$ cat src/rtl/neurosync_serial_pkg.sv
// Shared frame format and receiver state codes for the neurosync serial link.
package neurosync_serial_pkg;

  // Defaults shared with the transmitter so both ends agree on the frame.
  localparam int BAUD_DIV_DEF  = 434;
  localparam int DATA_BITS_DEF = 7;

  // Receiver FSM state codes; also shown on the hex display.
  typedef enum logic [3:0] {
    INICIAL  = 4'd0,
    PARTIDA  = 4'd1,
    DADOS    = 4'd2,
    PARIDADE = 4'd3,
    PARADA   = 4'd4,
    FIM      = 4'd5,
    ESPERA   = 4'd6
  } estado_e;

endpackage

$ cat src/rtl/neurosync_rx_serial_fd.sv
// Receiver datapath: input synchronizer, bit-time counter, bit index,
// shift register, parity accumulator and the registered result word.
module neurosync_rx_serial_fd #(
  parameter int BAUD_DIV    = 434,
  parameter int DATA_BITS   = 7,
  parameter int SYNC_STAGES = 2
) (
  input  logic                 clock,
  input  logic                 reset,
  input  logic                 dado_serial,
  input  logic                 zera_cnt,
  input  logic                 zera_dados,
  input  logic                 desloca,
  input  logic                 amostra_par,
  input  logic                 carrega,
  output logic                 rx_s,
  output logic                 meio,
  output logic                 fim,
  output logic                 ultimo,
  output logic [DATA_BITS-1:0] dados,
  output logic                 erro_paridade,
  output logic                 erro_parada
);

  localparam int CW = $clog2(BAUD_DIV);
  localparam int IW = $clog2(DATA_BITS + 1);
  localparam logic [CW-1:0] MEIO_C = CW'(BAUD_DIV / 2 - 1);
  localparam logic [CW-1:0] FIM_C  = CW'(BAUD_DIV - 1);
  localparam logic [IW-1:0] ULT_C  = IW'(DATA_BITS - 1);

  logic [SYNC_STAGES-1:0] sync_q, sync_d;
  logic [CW-1:0]          cnt_q, cnt_d;
  logic [IW-1:0]          idx_q, idx_d;
  logic [DATA_BITS-1:0]   sr_q, sr_d;
  logic                   par_q, par_d;
  logic [DATA_BITS-1:0]   dados_q, dados_d;
  logic                   ep_q, ep_d;
  logic                   es_q, es_d;

  assign rx_s          = sync_q[SYNC_STAGES-1];
  assign meio          = (cnt_q == MEIO_C);
  assign fim           = (cnt_q == FIM_C);
  assign ultimo        = (idx_q == ULT_C);
  assign dados         = dados_q;
  assign erro_paridade = ep_q;
  assign erro_parada   = es_q;

  // Next-state for all datapath registers.
  always_comb begin
    sync_d = {sync_q[SYNC_STAGES-2:0], dado_serial};

    cnt_d = (zera_cnt || fim) ? '0 : cnt_q + 1'b1;

    idx_d = idx_q;
    sr_d  = sr_q;
    par_d = par_q;
    if (zera_dados) begin
      idx_d = '0;
      sr_d  = '0;
      par_d = 1'b0;
    end else begin
      if (desloca) begin
        idx_d = idx_q + 1'b1;
        // LSB arrives first, so new bits enter at the top and shift down.
        sr_d                = sr_q >> 1;
        sr_d[DATA_BITS-1]   = rx_s;
      end
      if (desloca || amostra_par) par_d = par_q ^ rx_s;
    end

    // Result is loaded as the stop bit is sampled so it is valid during FIM.
    dados_d = dados_q;
    ep_d    = ep_q;
    es_d    = es_q;
    if (carrega) begin
      dados_d = sr_q;
      ep_d    = ~par_q;
      es_d    = ~rx_s;
    end
  end

  // Datapath registers; synchronizer presets to idle-high to avoid a false start.
  always_ff @(posedge clock or negedge reset) begin
    if (!reset) begin
      sync_q  <= '1;
      cnt_q   <= '0;
      idx_q   <= '0;
      sr_q    <= '0;
      par_q   <= 1'b0;
      dados_q <= '0;
      ep_q    <= 1'b0;
      es_q    <= 1'b0;
    end else begin
      sync_q  <= sync_d;
      cnt_q   <= cnt_d;
      idx_q   <= idx_d;
      sr_q    <= sr_d;
      par_q   <= par_d;
      dados_q <= dados_d;
      ep_q    <= ep_d;
      es_q    <= es_d;
    end
  end

endmodule

$ cat src/rtl/neurosync_rx_serial.sv
// 7O1 UART receiver: control FSM plus the datapath instance.
module neurosync_rx_serial
  import neurosync_serial_pkg::*;
#(
  parameter int BAUD_DIV    = BAUD_DIV_DEF,
  parameter int DATA_BITS   = DATA_BITS_DEF,
  parameter int SYNC_STAGES = 2
) (
  input  logic                 clock,
  input  logic                 reset,
  input  logic                 dado_serial,
  output logic [DATA_BITS-1:0] dados,
  output logic                 pronto,
  output logic                 erro_paridade,
  output logic                 erro_parada,
  output logic                 ocupado,
  output logic [3:0]           db_estado
);

  estado_e state_q, state_d;

  logic rx_s, meio, fim, ultimo;
  logic zera_cnt, zera_dados, desloca, amostra_par, carrega;

  neurosync_rx_serial_fd #(
    .BAUD_DIV   (BAUD_DIV),
    .DATA_BITS  (DATA_BITS),
    .SYNC_STAGES(SYNC_STAGES)
  ) u_fd (
    .clock        (clock),
    .reset        (reset),
    .dado_serial  (dado_serial),
    .zera_cnt     (zera_cnt),
    .zera_dados   (zera_dados),
    .desloca      (desloca),
    .amostra_par  (amostra_par),
    .carrega      (carrega),
    .rx_s         (rx_s),
    .meio         (meio),
    .fim          (fim),
    .ultimo       (ultimo),
    .dados        (dados),
    .erro_paridade(erro_paridade),
    .erro_parada  (erro_parada)
  );

  // State register.
  always_ff @(posedge clock or negedge reset) begin
    if (!reset) state_q <= INICIAL;
    else        state_q <= state_d;
  end

  // Next-state logic.
  always_comb begin
    state_d = state_q;
    case (state_q)
      INICIAL:  if (!rx_s) state_d = PARTIDA;
      // A start bit that is high again at its midpoint was a glitch.
      PARTIDA:  if (meio) state_d = rx_s ? INICIAL : DADOS;
      DADOS:    if (fim && ultimo) state_d = PARIDADE;
      PARIDADE: if (fim) state_d = PARADA;
      PARADA:   if (fim) state_d = FIM;
      // A low stop bit may be a break; wait for idle before hunting starts.
      FIM:      state_d = erro_parada ? ESPERA : INICIAL;
      ESPERA:   if (rx_s) state_d = INICIAL;
      default:  state_d = INICIAL;
    endcase
  end

  // Datapath controls and status outputs.
  always_comb begin
    zera_cnt    = (state_d != state_q);
    zera_dados  = (state_q == PARTIDA) && meio && !rx_s;
    desloca     = (state_q == DADOS) && fim;
    amostra_par = (state_q == PARIDADE) && fim;
    carrega     = (state_q == PARADA) && fim;
    pronto      = (state_q == FIM);
    ocupado     = (state_q != INICIAL) && (state_q != FIM);
    db_estado   = state_q;
  end

endmodule

$ cat config.mk
export PLATFORM = sky130hd
export DESIGN_NAME = neurosync_rx_serial
export DESIGN_NICKNAME = d
export VERILOG_FILES = /design/src/rtl/neurosync_serial_pkg.sv /design/src/rtl/neurosync_rx_serial_fd.sv /design/src/rtl/neurosync_rx_serial.sv
export SDC_FILE = /design/constraint.sdc
export NUM_CORES = 1
export LEC_CHECK = 0
export ABC_AREA = 1
export CAP_MARGIN = 20
export CORE_MARGIN = 2
export CORE_UTILIZATION = 32
export DETAILED_ROUTE_END_ITERATION = 8
export SLEW_MARGIN = 25
export SYNTH_ARGS = -nofsm -noshare
export SYNTH_HDL_FRONTEND = slang
export SYNTH_SLANG_ARGS = --single-unit
$ cat constraint.sdc
create_clock -name clock -period 1.8 [get_ports clock]
set_input_delay 0.27 -clock clock [delete_from_list [all_inputs] [get_ports clock]]
set_output_delay 0.27 -clock clock [all_outputs]
set_load 0.005 [all_outputs]
[Yosys cells after proc, flatten, opt, wreduce, memory -nomap -nowiden]
Cells that the tools add are included.
Word-level totals
  register bits: 35
  input port bits: 3
  output and inout port bits: 15
  word-level logic and storage cells: 55
Operators by class
  add/sub/neg operators: 2
  equal/unequal tests: 11
  mux-type cells: 16
  bitwise operators: 3
  reductions and logical operators: 14
Operators with widths (count)
  4-bit one-hot mux with 7 select lines: 1
  4-bit two-way mux: 6
  7-bit two-way mux: 2
  4-bit by 3-bit == test with 1-bit output, second input constant: 3
  9-bit by 1-bit adder with 9-bit output, second input constant: 1
  9-bit by 8-bit == test with 1-bit output, second input constant: 1
  9-bit == test, second input constant: 1
  3-bit two-way mux: 3
  9-bit two-way mux: 1
  4-bit by 2-bit == test with 1-bit output, second input constant: 2
  1-bit logical AND: 7
  4-bit by 1-bit == test with 1-bit output, second input constant: 1
  4-bit logical NOT: 1
  4-bit by 3-bit inequality test with 1-bit output, second input constant: 1
  4-bit inequality test: 1
  2-bit nonzero test: 2
  4-bit nonzero test: 1
  3-bit by 1-bit adder with 3-bit output, second input constant: 1
  3-bit == test, second input constant: 1
  1-bit logical OR: 2
  1-bit two-way mux: 2
  2-bit two-way mux: 1
  1-bit inverter: 2
  1-bit logical NOT: 1
  1-bit XOR: 1

[Longest topological paths before layout]
Gate-level depths: netlist (run 1).
  depth after elaboration: 7
  mapped depth: 12

[By module]
From an unflattened synthesis (run 1), not the netlist that was laid out.
Second synthesis, totals
  cell total of the unflattened synthesis: 219
  area total of the unflattened synthesis: 1737.9 um2
By module, submodules not included
  neurosync_rx_serial_fd: instances 1, cells an instance 161, area an instance 1385.1 um2, seq. area each 778.2 um2
  neurosync_rx_serial: instances 1, cells an instance 58, area an instance 352.8 um2, seq. area each 100.1 um2

[Worst setup path before layout (run 1)]
OpenSTA, ideal clock, no wires.
  kind: flip-flop to flip-flop
  start: reg u_fd.cnt_q[1]
  end: reg u_fd.cnt_q[0]
  setup time: 0.121 ns
  arrival time: 1.426 ns
  slack: 0.252 ns
  cell stages (with the launch flop): 12
  buffers on the path: 0
  period minus slack after synthesis: 1.548 ns
  cell sequence: dfrtp_1 -> inv_1 -> ha_1 -> nand2_1 -> nor2_2 -> nand2_4 -> nand2_2 -> nand2_1 -> nor2_2 -> nand3_1 -> nand3_4 -> nor2_1
Between the ends
  longest elaborated chain between the ends: 7
  elaborated cells between the ends (all ways): 11
  those cells by class: 3 x eq/ne; 6 x mux; 2 x reduce/logical
RTL lines
  start, declared: RTL line neurosync_rx_serial_fd.sv:32  | logic [CW-1:0] cnt_q, cnt_d;
  start signal, assigned: RTL line neurosync_rx_serial_fd.sv:95  | cnt_q <= cnt_d;
  9-bit == test: RTL line neurosync_rx_serial_fd.sv:42  | assign fim = (cnt_q == FIM_C);
  1-bit logical AND: RTL line neurosync_rx_serial.sv:60  | DADOS: if (fim && ultimo) state_d = PARIDADE;
  4-bit two-way mux: RTL line neurosync_rx_serial.sv:60
  4-bit one-hot mux with 7 select lines: RTL line neurosync_rx_serial.sv:56  | case (state_q)
  4-bit inequality test: RTL line neurosync_rx_serial.sv:72  | zera_cnt = (state_d != state_q);
  1-bit logical OR *: RTL line neurosync_rx_serial_fd.sv:52  | cnt_d = (zera_cnt || fim) ? '0 : cnt_q + 1'b1;
  9-bit two-way mux *: RTL line neurosync_rx_serial_fd.sv:52
  net u_fd.cnt_d[0]: RTL line neurosync_rx_serial_fd.sv:32
The timed path passes the listed nets; every way through them passes the cells marked *.
A chain may end at the register's enable or synchronous reset.

[Worst setup path after layout (run 1)]
  start: reg u_fd.cnt_q[1]
  end: reg u_fd.cnt_q[3]
Between the ends
  longest elaborated chain between the ends: 7
  elaborated cells between the ends (all ways): 12
  those cells by class: 1 x add/sub; 3 x eq/ne; 6 x mux; 2 x reduce/logical
RTL lines
  9-bit == test: RTL line neurosync_rx_serial_fd.sv:42
  1-bit logical AND: RTL line neurosync_rx_serial.sv:60
  4-bit two-way mux: RTL line neurosync_rx_serial.sv:60
  4-bit one-hot mux with 7 select lines *: RTL line neurosync_rx_serial.sv:56
  net state_d[0]: RTL line neurosync_rx_serial.sv:20  | estado_e state_q, state_d;
  4-bit inequality test *: RTL line neurosync_rx_serial.sv:72
  1-bit logical OR *: RTL line neurosync_rx_serial_fd.sv:52
  9-bit two-way mux *: RTL line neurosync_rx_serial_fd.sv:52
  net u_fd.cnt_d[3]: RTL line neurosync_rx_serial_fd.sv:32
Marked as above.

==> results of run 1 <==
[per-layer routing]
layer,routed length (µm),vias up,part of all wire,GRT usage
li1,-,692,-,-
met1,1810,646,0.49,0.165
met2,1710,21,0.46,0.219
met3,127,7,0.034,0.0486
met4,62,0,0.017,0.0364
met5,0,-,0,0
[how the worst min path moves through the flow]
stage | end | slack [ns]
5_1_grt | u_fd.dados[5] | 0.35
4_1_cts | u_fd.dados[5] | 0.34
3_5_place_dp | u_fd.sync_q[1] | 0.35
6_report | u_fd.dados[5] | 0.33
2_1_floorplan | db_estado[0] | -0.03
3_3_place_gp | u_fd.sync_q[1] | 0.35
[area by class of cell]
class	count	area, µm²	area share
Multi-Input combinational cell	132	812	0.347
Inverter	25	93.8	0.0401
Tap cell	70	87.6	0.0375
Sequential cell	35	880	0.376
Clock inverter	2	37.5	0.0161
Timing Repair Buffer	38	354	0.151
Clock buffer	6	72.6	0.0310
[worst reg2reg max path: cells and delay by family (launching register included)]
kind | cells | cell delay [ns]
buffers and inverters | 1 | 0.10
adders and majority gates | 1 | 0.13
DFF | 1 | 0.40
and+or+nand+nor | 10 | 1.05
[registers in the layout (all words and copies together) (netlist names)]
register	count
u_fd.cnt_q	9
u_fd.dados	7
u_fd.sr_q	7
db_estado	4
u_fd.idx_q	3
u_fd.sync_q	2
u_fd.erro_parada	1
u_fd.erro_paridade	1
u_fd.par_q	1
[power breakdown]
group	internal, mW	total (mW)	switching, mW
logic	0.0676	0.153	0.0854
clock network	0.413	0.706	0.293
registers	0.800	0.814	0.0137
total	1.28	1.67	0.392
[timing repair]
action                     in CTS  in global routing
gates resized for setup         3                 26
pin swaps                       1                 15
setup buffers                   5                 12
cloned                          0                  1
setup endpoints to repair       2                 22
[placed cells by master, fill, tap and decap left out, drive strengths merged, types with 2 or more instances in the layout]
| cell | count |
|---|---|
| nor2 | 29 |
| inv | 25 |
| a21oi | 3 |
| xnor2 | 2 |
| dfrtp | 33 |
| o21ai | 13 |
| clkdlybuf4s50 | 15 |
| xor2 | 6 |
| o31ai | 2 |
| nand3 | 16 |
| nand2 | 49 |
| clkbuf | 6 |
| ha | 5 |
| dfstp | 2 |
| nor3 | 4 |
| buf | 21 |
[cell families (layout without fill, tap and decap cells)]
kind of cell,Yosys count,after routing,synth area share
AO/OA/AOI/OAI,18,18,0.0586
XOR/XNOR,8,8,0.0415
adder cells (fa/ha/maj),5,5,0.0371
buffers and inverters,26,71,0.0578
flip-flops,35,35,0.520
other,1,1,0.00222
AND/OR/NAND/NOR,99,100,0.282
==> qor.csv, run 1 <==
stage,metric,value,unit
setup_path,reg2reg_from,u_fd.cnt_q[1],
power_and_ir_drop,leakage,1.11,nW
power_and_ir_drop,vdd_drop_max,501,µV
cells_and_area,share_of_layout_cells_above_drive_strength_1,0.294,
placement,placedInstanceArea,0.00198,mm²
setup_path,timing.critical_path.cells,"inv_2, ha_4, nand2_2, nor2_4, nand2_4, nand2_4, nand2_1, nor2_2, nand2_2, nand2_4, nand3_4, nor2_2",
yosys,ys_dominant_reg_cell,dfrtp_1,
yosys,ys_warn_count,0,
grt,grt_max_degree,36,
grt,grt_first_pass_wirelength,6220,µm
yosys,synth_nets,200,
routing,drt_drc_violations_left,0,
die,placementRows,26,
setup_path,critical_path.slowest_cell,dfrtp_1,
timing,worst_clock_skew,0.0118,ns
setup_path,crit-reg2reg-capture,u_fd.cnt_q[3],
placement,place_worst_setup_slack,0.0504,ns
yosys,synthDominantCellAreaShare,0.489,
cells_and_area,area_growth,38.5,%
placement,place.detailed.instances,282,
power_and_ir_drop,p_total,1.67,mW
timing,clock.fmax,574,MHz
status,outcome,"finished, final reports clean",
placement,dp.final_hpwl,2340,µm
routing,wire_length_per_cell,12.1,µm
cts,clock_tree_from_tritoncts,built,
setup_path,cp.required,2.02,ns
setup_path,cp.arrival,1.97,ns
timing,final-hold-violation-count,0,
setup_path,cp_num_cells,12,
setup_path,cp-start-kind,flop,
cts,cts_sinks,35,
routing,drt-pass1-iter-count,5,
die,fp.dieH,76.6,µm
setup_path,crit_family,simple AND/OR/NAND/NOR gates,
yosys,synth_largest_area_cell,dfrtp_1,
routing,drt_wl_total,3720,µm
timing,final.setup.worst_slack,0.0565,ns
cts,cts-root-buf,clkbuf_8,
cts,max-clock-path-buffers,2,
setup_path,critPathMaxStageDelay,0.40,ns
cts,cts-buffers-inserted,5,
die,floorplan.initialDensity,0.330,
grt,grt_antenna_before_repair,0,
timing,post-route-min-period,1.74,ns
cells_and_area,final_core_utilization,0.458,
yosys,syn_avg_cell_area,8.79,µm²
die,ios,18,
die,design.die.area,0.00587,mm²
yosys,post_synth_num_cell_types,27,
timing,portion_of_the_clock_cycle_consumed_by_the_worst_path_in_the_final_layout,0.969,
timing,finalSetupViolCount,0,
setup_path,timing.critical_path.fanout_max,5,
routing,vias,1366,
yosys,synth_enable_flop_cells,0,
setup_path,timing.critical_path.from,u_fd.cnt_q[1],
setup_path,cp_common_cell,nand2_4,
placement,place_congestion,0.763,
timing,totalNegativeSetupSlack,0,ns
yosys,post_synth_inst_count,192,
yosys,ys_seq_area_frac,0.520,
power_and_ir_drop,power_dens_cells,716,mW/mm²
yosys,yosys_reg_bits,35,
yosys,ys_top_cells_by_count,"nand2_1, dfrtp_1, inv_1, nor2_1",
setup_path,crit_buf_inv,1,
grt,first_global_vias,1392,
yosys,post_synth_main_area_contributors,"dfrtp_1, nand2_1, inv_1",
routing,viasPerCell,4.44,
cts,insertion_delay,0.30,ns
die,dieWidth,76.6,µm
setup_path,critical_path.endpoint,u_fd.cnt_q[3],
cells_and_area,fin_cells,308,
cts,path_clk_slew,0.08,ns
yosys,synth_area,0.00169,mm²
cells_and_area,antenna_cells,0,
min_path,holdCritPathClass,in -> async,
placement,portBuffers,17,
setup_path,cp-end-kind,flop,
cells_and_area,n_fill_cell,495,
timing,finalHoldWorstSlack,0.332,ns
routing,drtAntennaViolNets,0,
grt,grtUsageTotal,0.133,
cts,hold_bufs_at_cts,0,
yosys,synth_async_sr_flop_share,1.00,
setup_path,kind_of_critical_path,reg -> reg,
cells_and_area,num-nets-final,245,
cells_and_area,fin_area,0.00234,mm²
flow_run,max_cap_viol_count,0,
cts,clock_tree.htree_level_count,2,
setup_path,r2r.worst_path.cells,12,
die,design.core.area,0.00511,mm²
setup_path,timing.reg2reg.setup_slack,0.06,ns
grt,grt_remaining_overflow,0,
timing,final_max_slew_viol_count,0,
routing,initial_detailed_routing_violation_count,52,
yosys,most_frequent_cell_after_synthesis,nand2_1,
Note: power is estimated with default switching activity, not from simulation.
==> run 2, diff against run 1 <==
--- a/config.mk
+++ b/config.mk
@@ -13,4 +13,5 @@
 export SLEW_MARGIN = 25
 export SYNTH_ARGS = -nofsm -noshare
 export SYNTH_HDL_FRONTEND = slang
+export SYNTH_HIERARCHICAL = 1
 export SYNTH_SLANG_ARGS = --single-unit
==> run 2 against run 1 <==
Compared with the run above:
- the flow now finishes with violations (negative setup slack)
- routed wire length up 8.8%
- hold slack got worse by 0.043 ns
- synthesized area increased by 3.0%
- register-to-register slack got worse by 0.12 ns
- count of clock-buffer cells in the layout did not move
- clock skew shrank 0.0067 ns
- setup slack lost 0.12 ns
- via count rose by 15%
- synthesized cell count rose by 14%
- global-route usage increased by 1.2 points
- non-clock buffer count is 13 higher
- combinational power increased by 5%
==> qor.csv, run 2 <==
stage,metric,value,unit
status,outcome,finished with violations,
status,violations,negative setup slack,
grt,first_global_vias,1512,
yosys,synth_async_sr_flop_share,1.00,
yosys,post_synth_num_cell_types,27,
yosys,ys_warn_count,6,
yosys,synth_xor_area_frac,0.0151,
setup_path,cp.required,2.02,ns
yosys,synth_mux_area_frac,0,
cells_and_area,fin_area,0.00257,mm²
cells_and_area,largest_reg_flops,9,
cts,insertion_delay,0.29,ns
cells_and_area,layout.cells.most_common,nand2_1,
power_and_ir_drop,power_dens_cells,665,mW/mm²
routing,drt_wl_total,4040,µm
routing,wire_length_per_cell,11.6,µm
placement,portBuffers,17,
min_path,holdCritPathClass,in -> async,
timing,clock.fmax,536,MHz
yosys,synth_compound_gate_area_share,0.0590,
cells_and_area,share_of_layout_cells_above_drive_strength_1,0.365,
routing,viasPerCell,4.52,
grt,grt_antenna_before_repair,0,
cells_and_area,antenna_cells,0,
yosys,synth_simple_gate_area_share,0.305,
die,design.die.area,0.00604,mm²
die,placementRows,26,
setup_path,cp.arrival,2.09,ns
timing,worst_clock_skew,0.00510,ns
cts,max-clock-path-buffers,2,
yosys,synth_enable_flop_cells,0,
yosys,ys_seq_area_frac,0.505,
cells_and_area,n_fill_cell,466,
routing,drt-pass1-iter-count,4,
yosys,synth_nets,227,
yosys,synthDominantCellAreaShare,0.475,
cts,cts-root-buf,clkbuf_8,
yosys,ys_top_cells_by_count,"nand2_1, dfrtp_1, inv_1, nor2_1, nand3_1",
cts,clock_tree_from_tritoncts,built,
die,floorplan.initialDensity,0.336,
power_and_ir_drop,leakage,1.22,nW
cts,clock_tree.htree_level_count,2,
cells_and_area,largest-register,u_fd/cnt_q,
grt,grtUsageTotal,0.145,
die,dieWidth,77.7,µm
timing,totalNegativeSetupSlack,-0.397,ns
timing,portion_of_the_clock_cycle_consumed_by_the_worst_path_in_the_final_layout,1.04,
yosys,post_synth_main_area_contributors,"dfrtp_1, nand2_1, inv_1",
grt,grt_remaining_overflow,0,
timing,finalSetupViolCount,10,
setup_path,timing.critical_path.fanout_max,5,
yosys,synth_top_family_by_area,simple AND/OR/NAND/NOR gates,
placement,dp.final_hpwl,2610,µm
setup_path,cp-start-kind,flop,
flow_run,max_cap_viol_count,0,
die,fp.dieH,77.7,µm
setup_path,cp-end-kind,flop,
routing,initial_detailed_routing_violation_count,98,
power_and_ir_drop,vdd_drop_max,322,µV
routing,drtAntennaViolNets,0,
yosys,synth_largest_area_cell,dfrtp_1,
die,ios,18,
grt,grt_max_degree,15,
timing,final_max_slew_viol_count,0,
placement,place_worst_setup_slack,-0.112,ns
cells_and_area,num-nets-final,284,
cells_and_area,area_growth,47.9,%
cells_and_area,layout_common_cells,"nand2_1, dfrtp_1, buf_4",
grt,grt_first_pass_wirelength,6980,µm
yosys,synth_adder_area_share,0.0360,
timing,final.setup.worst_slack,-0.0665,ns
yosys,post_synth_inst_count,219,
yosys,synth_area,0.00174,mm²
cts,cts_sinks,35,
placement,placedInstanceArea,0.00212,mm²
yosys,syn_avg_cell_area,7.94,µm²
setup_path,kind_of_critical_path,reg -> reg,
routing,vias,1569,
power_and_ir_drop,p_total,1.71,mW
timing,rsz_0062_raised_after_global_routing,true,
timing,post-route-min-period,1.87,ns
yosys,yosys_reg_bits,35,
routing,drt_drc_violations_left,0,
placement,place_congestion,0.839,
yosys,most_frequent_cell_after_synthesis,nand2_1,
cts,cts-buffers-inserted,5,
setup_path,timing.reg2reg.setup_slack,-0.07,ns
yosys,ys_dominant_reg_cell,dfrtp_1,
die,design.core.area,0.00517,mm²
timing,final-hold-violation-count,0,
cts,path_clk_slew,0.07,ns
run 2: cell types whose count changed after synthesis, moves of 2 or more:
cell,previous run,this run
nand3_1,12,20
o31ai_1,2,0
inv_1,22,29
nor3_1,4,1
buf_2,0,3
nand2_2,4,2
nand2_1,44,63
nor2_1,22,25
xor2_1,6,2
nand4_1,1,3
nor2_2,5,2
run 2: final cells by class:
cell class / count / area (µm²) / area share
clock buffer: 6 / 82.6 / 0.0321
clock inverter: 2 / 35.0 / 0.0136
inverter: 32 / 128 / 0.0497
multi-input combinational: 150 / 901 / 0.351
sequential: 35 / 882 / 0.343
tap: 70 / 87.6 / 0.0341
timing repair buffer: 51 / 447 / 0.174
timing repair inverter: 1 / 7.51 / 0.00292
run 2: power breakdown:
group          leakage, nW  internal (mW)  switching, mW
Clock               0.0612          0.448          0.290
Combinational        0.684         0.0717         0.0882
Sequential           0.473          0.800         0.0126
run 2: metal layers:
metal  share of wire  up-vias  global-route usage
met3           0.035        5              0.0349
met4           0.012        0              0.0607
li1                -      796                   -
met1            0.46      740               0.182
met5               0        -                   0
met2            0.49       28               0.237
run 2: kinds of logic after synthesis:
kind of cell	Yosys count
AND/OR/NAND/NOR	121
buffers and inverters	35
flip-flops	35
AO/OA/AOI/OAI	19
adder cells (fa/ha/maj)	5
XOR/XNOR	3
other	1
run 2: worst max-delay path, cell delays in order, from the launching register on:
cell     delay (ns)
dfrtp_1        0.39
inv_2          0.10
ha_4           0.13
nand2_1        0.04
nor2_1         0.10
nand2_2        0.07
inv_2          0.08
inv_1          0.06
nand3_2        0.09
nand2_1        0.12
nor2_4         0.11
nand3_1        0.08
nand2_1        0.08
nand2_1        0.07
inv_2          0.10
nand2_4        0.08
nor2_1         0.11
run 2: through the flow:
step           utilization  std cells  hold WS [ns]
2_1_floorplan            -        219       -0.0256
3_3_place_gp         0.410        322         0.348
3_5_place_dp         0.410        322         0.347
4_1_cts              0.456        341         0.305
5_1_grt              0.497        347         0.322
6_report             0.497        347         0.289
run 2: timing repair:
item | in CTS | in global routing
buffers inserted | 10 | 4
hold buffers | 0 | 0
resized for setup | 17 | 52
pin swaps | 7 | 5
endpoints found under the setup margin | 15 | 29
cloned | 1 | 2
run 2: final timing paths:
path / cells after the start / endpoint / from
max: 16 / u_fd/cnt_q[8] / u_fd/cnt_q[1]
min: 1 / u_fd/cnt_q[5] / reset
max reg2reg: 16 / u_fd/cnt_q[8] / u_fd/cnt_q[1]
min reg2reg: 0 / u_fd/sync_q[1] / u_fd/sync_q[0]
max in group asynchronous: 2 / db_estado[3] / reset
min in group clock: 0 / u_fd/sync_q[1] / u_fd/sync_q[0]
==> run 3, diff against run 2 <==
--- a/config.mk
+++ b/config.mk
@@ -10,6 +10,7 @@
 export CORE_MARGIN = 2
 export CORE_UTILIZATION = 32
 export DETAILED_ROUTE_END_ITERATION = 8
+export MAX_ROUTING_LAYER = met4
 export SLEW_MARGIN = 25
 export SYNTH_ARGS = -nofsm -noshare
 export SYNTH_HDL_FRONTEND = slang
==> run 3 against run 2 <==
Compared with the run above:
- the flow still finishes with violations (negative setup slack)
- combinational power about the same
- register-to-register slack about the same
- first-iteration DRC count rose by 32%
- die area unchanged
- hold slack better by 0.0030 ns
- count of clock-buffer cells in the layout unchanged
- largest cell class unchanged
- largest power group unchanged
==> qor.csv, run 3 (same netlist as run 2, synthesis figures left out) <==
stage,metric,value,unit
status,outcome,finished with violations,
status,violations,negative setup slack,
grt,grtUsageTotal,0.149,
timing,finalSetupViolCount,11,
routing,drtAntennaViolNets,0,
grt,grt_max_degree,15,
routing,wire_length_per_cell,11.6,µm
power_and_ir_drop,p_total,1.71,mW
flow_run,max_cap_viol_count,0,
cells_and_area,largest-register,u_fd/cnt_q,
grt,grt_antenna_before_repair,0,
setup_path,critPathMaxStageDelay,0.39,ns
setup_path,crit_family,simple AND/OR/NAND/NOR gates,
cells_and_area,n_fill_cell,466,
timing,clock.fmax,536,MHz
placement,place_worst_setup_slack,-0.112,ns
routing,drt-pass1-iter-count,4,
setup_path,cp_num_cells,16,
setup_path,r2r.worst_path.cells,16,
power_and_ir_drop,vdd_drop_max,322,µV
timing,post-route-min-period,1.87,ns
min_path,holdCritPathClass,in -> async,
placement,place.detailed.instances,322,
die,dieWidth,77.7,µm
setup_path,crit_buf_inv,4,
cells_and_area,area_growth,48.0,%
setup_path,critical_path.slowest_cell,dfrtp_1,
cts,cts-root-buf,clkbuf_8,
timing,final-hold-violation-count,0,
cells_and_area,layout.cells.most_common,nand2_1,
cts,clock_tree_from_tritoncts,built,
setup_path,cp-start-kind,flop,
cells_and_area,num-nets-final,284,
grt,grt_remaining_overflow,0,
cells_and_area,largest_reg_flops,9,
cells_and_area,fin_area,0.00257,mm²
power_and_ir_drop,power_dens_cells,665,mW/mm²
routing,vias,1572,
setup_path,cp.required,2.02,ns
routing,drt_wl_total,4040,µm
cells_and_area,layout_common_cells,"nand2_1, dfrtp_1, buf_4",
cts,clock_tree.htree_level_count,2,
die,placementRows,26,
grt,grt_first_pass_wirelength,6990,µm
power_and_ir_drop,leakage,1.22,nW
setup_path,cp-end-kind,flop,
placement,portBuffers,17,
timing,finalHoldWorstSlack,0.292,ns
timing,worst_clock_skew,0.00568,ns
setup_path,timing.critical_path.cells,"inv_2, ha_4, nand2_1, nor2_1, nand2_2, inv_2, inv_1, nand3_2, nand2_1, nor2_4, nand3_1, nand2_1, nand2_1, inv_2, nand2_4, nor2_1",
routing,viasPerCell,4.53,
setup_path,cp_common_cell,nand2_1,
cts,insertion_delay,0.29,ns
routing,initial_detailed_routing_violation_count,129,
timing,rsz_0062_raised_after_global_routing,true,
cells_and_area,antenna_cells,0,
timing,final.setup.worst_slack,-0.0674,ns
cts,path_clk_slew,0.07,ns
setup_path,kind_of_critical_path,reg -> reg,
placement,dp.final_hpwl,2610,µm
die,design.core.area,0.00517,mm²
routing,drt_drc_violations_left,0,
grt,first_global_vias,1510,
die,floorplan.initialDensity,0.336,
placement,placedInstanceArea,0.00212,mm²
cells_and_area,fin_cells,347,
die,fp.dieH,77.7,µm
cts,max-clock-path-buffers,2,
setup_path,timing.critical_path.fanout_max,5,
timing,totalNegativeSetupSlack,-0.456,ns
die,design.die.area,0.00604,mm²
timing,final_max_slew_viol_count,0,
setup_path,cp.arrival,2.08,ns
cts,cts-buffers-inserted,5,
cts,cts_sinks,35,
cells_and_area,share_of_layout_cells_above_drive_strength_1,0.368,
placement,place_congestion,0.852,
cells_and_area,final_core_utilization,0.497,
die,ios,18,
timing,portion_of_the_clock_cycle_consumed_by_the_worst_path_in_the_final_layout,1.04,
run 3: cell counts in the layout (fill, tap and decap cells not counted):
Identical to the previous run, type by type.
run 3: per-layer routing:
metal  global-route usage  routed length [µm]  vias up
met5                    -                   0        -
met4               0.0607                  61        0
met3               0.0349                 126        6
met2                0.239                2010       29
met1                0.181                1850      740
li1                     -                   -      797
run 3: area by class of cell:
| class | instances | area (µm²) | share of cell area |
|---|---|---|---|
| Clock buffer | 6 | 82.6 | 0.0321 |
| Inverter | 32 | 128 | 0.0496 |
| Tap cell | 70 | 87.6 | 0.0340 |
| Clock inverter | 2 | 35.0 | 0.0136 |
| Multi-Input combinational cell | 150 | 903 | 0.351 |
| Timing Repair inverter | 1 | 7.51 | 0.00292 |
| Timing Repair Buffer | 51 | 447 | 0.174 |
| Sequential cell | 35 | 882 | 0.343 |
run 3: path summary, 6_finish.rpt:
check,startpoint,to,slack (ns)
worst max-delay path,u_fd/cnt_q[1],u_fd/cnt_q[8],-0.07
max in group asynchronous,reset,db_estado[3],0.95
worst min register to register,u_fd/sync_q[0],u_fd/sync_q[1],0.36
min in group clock,u_fd/sync_q[0],u_fd/sync_q[1],0.36
worst min-delay path,reset,u_fd/cnt_q[5],0.29
worst max register to register,u_fd/cnt_q[1],u_fd/cnt_q[8],-0.07
run 3: timing repair:
item,CTS,global route
endpoints found under the hold margin,0,0
endpoints found under the setup margin,15,29
hold buffers,0,0
gates resized for setup,17,53
buffers inserted,10,4
cloned,1,2
pin swaps,7,5
run 3: report_power, final:
part / switching [mW] / internal [mW] / total (mW)
registers: 0.0125 / 0.799 / 0.812
logic: 0.0882 / 0.0717 / 0.160
clock network: 0.290 / 0.448 / 0.738
total: 0.391 / 1.32 / 1.71
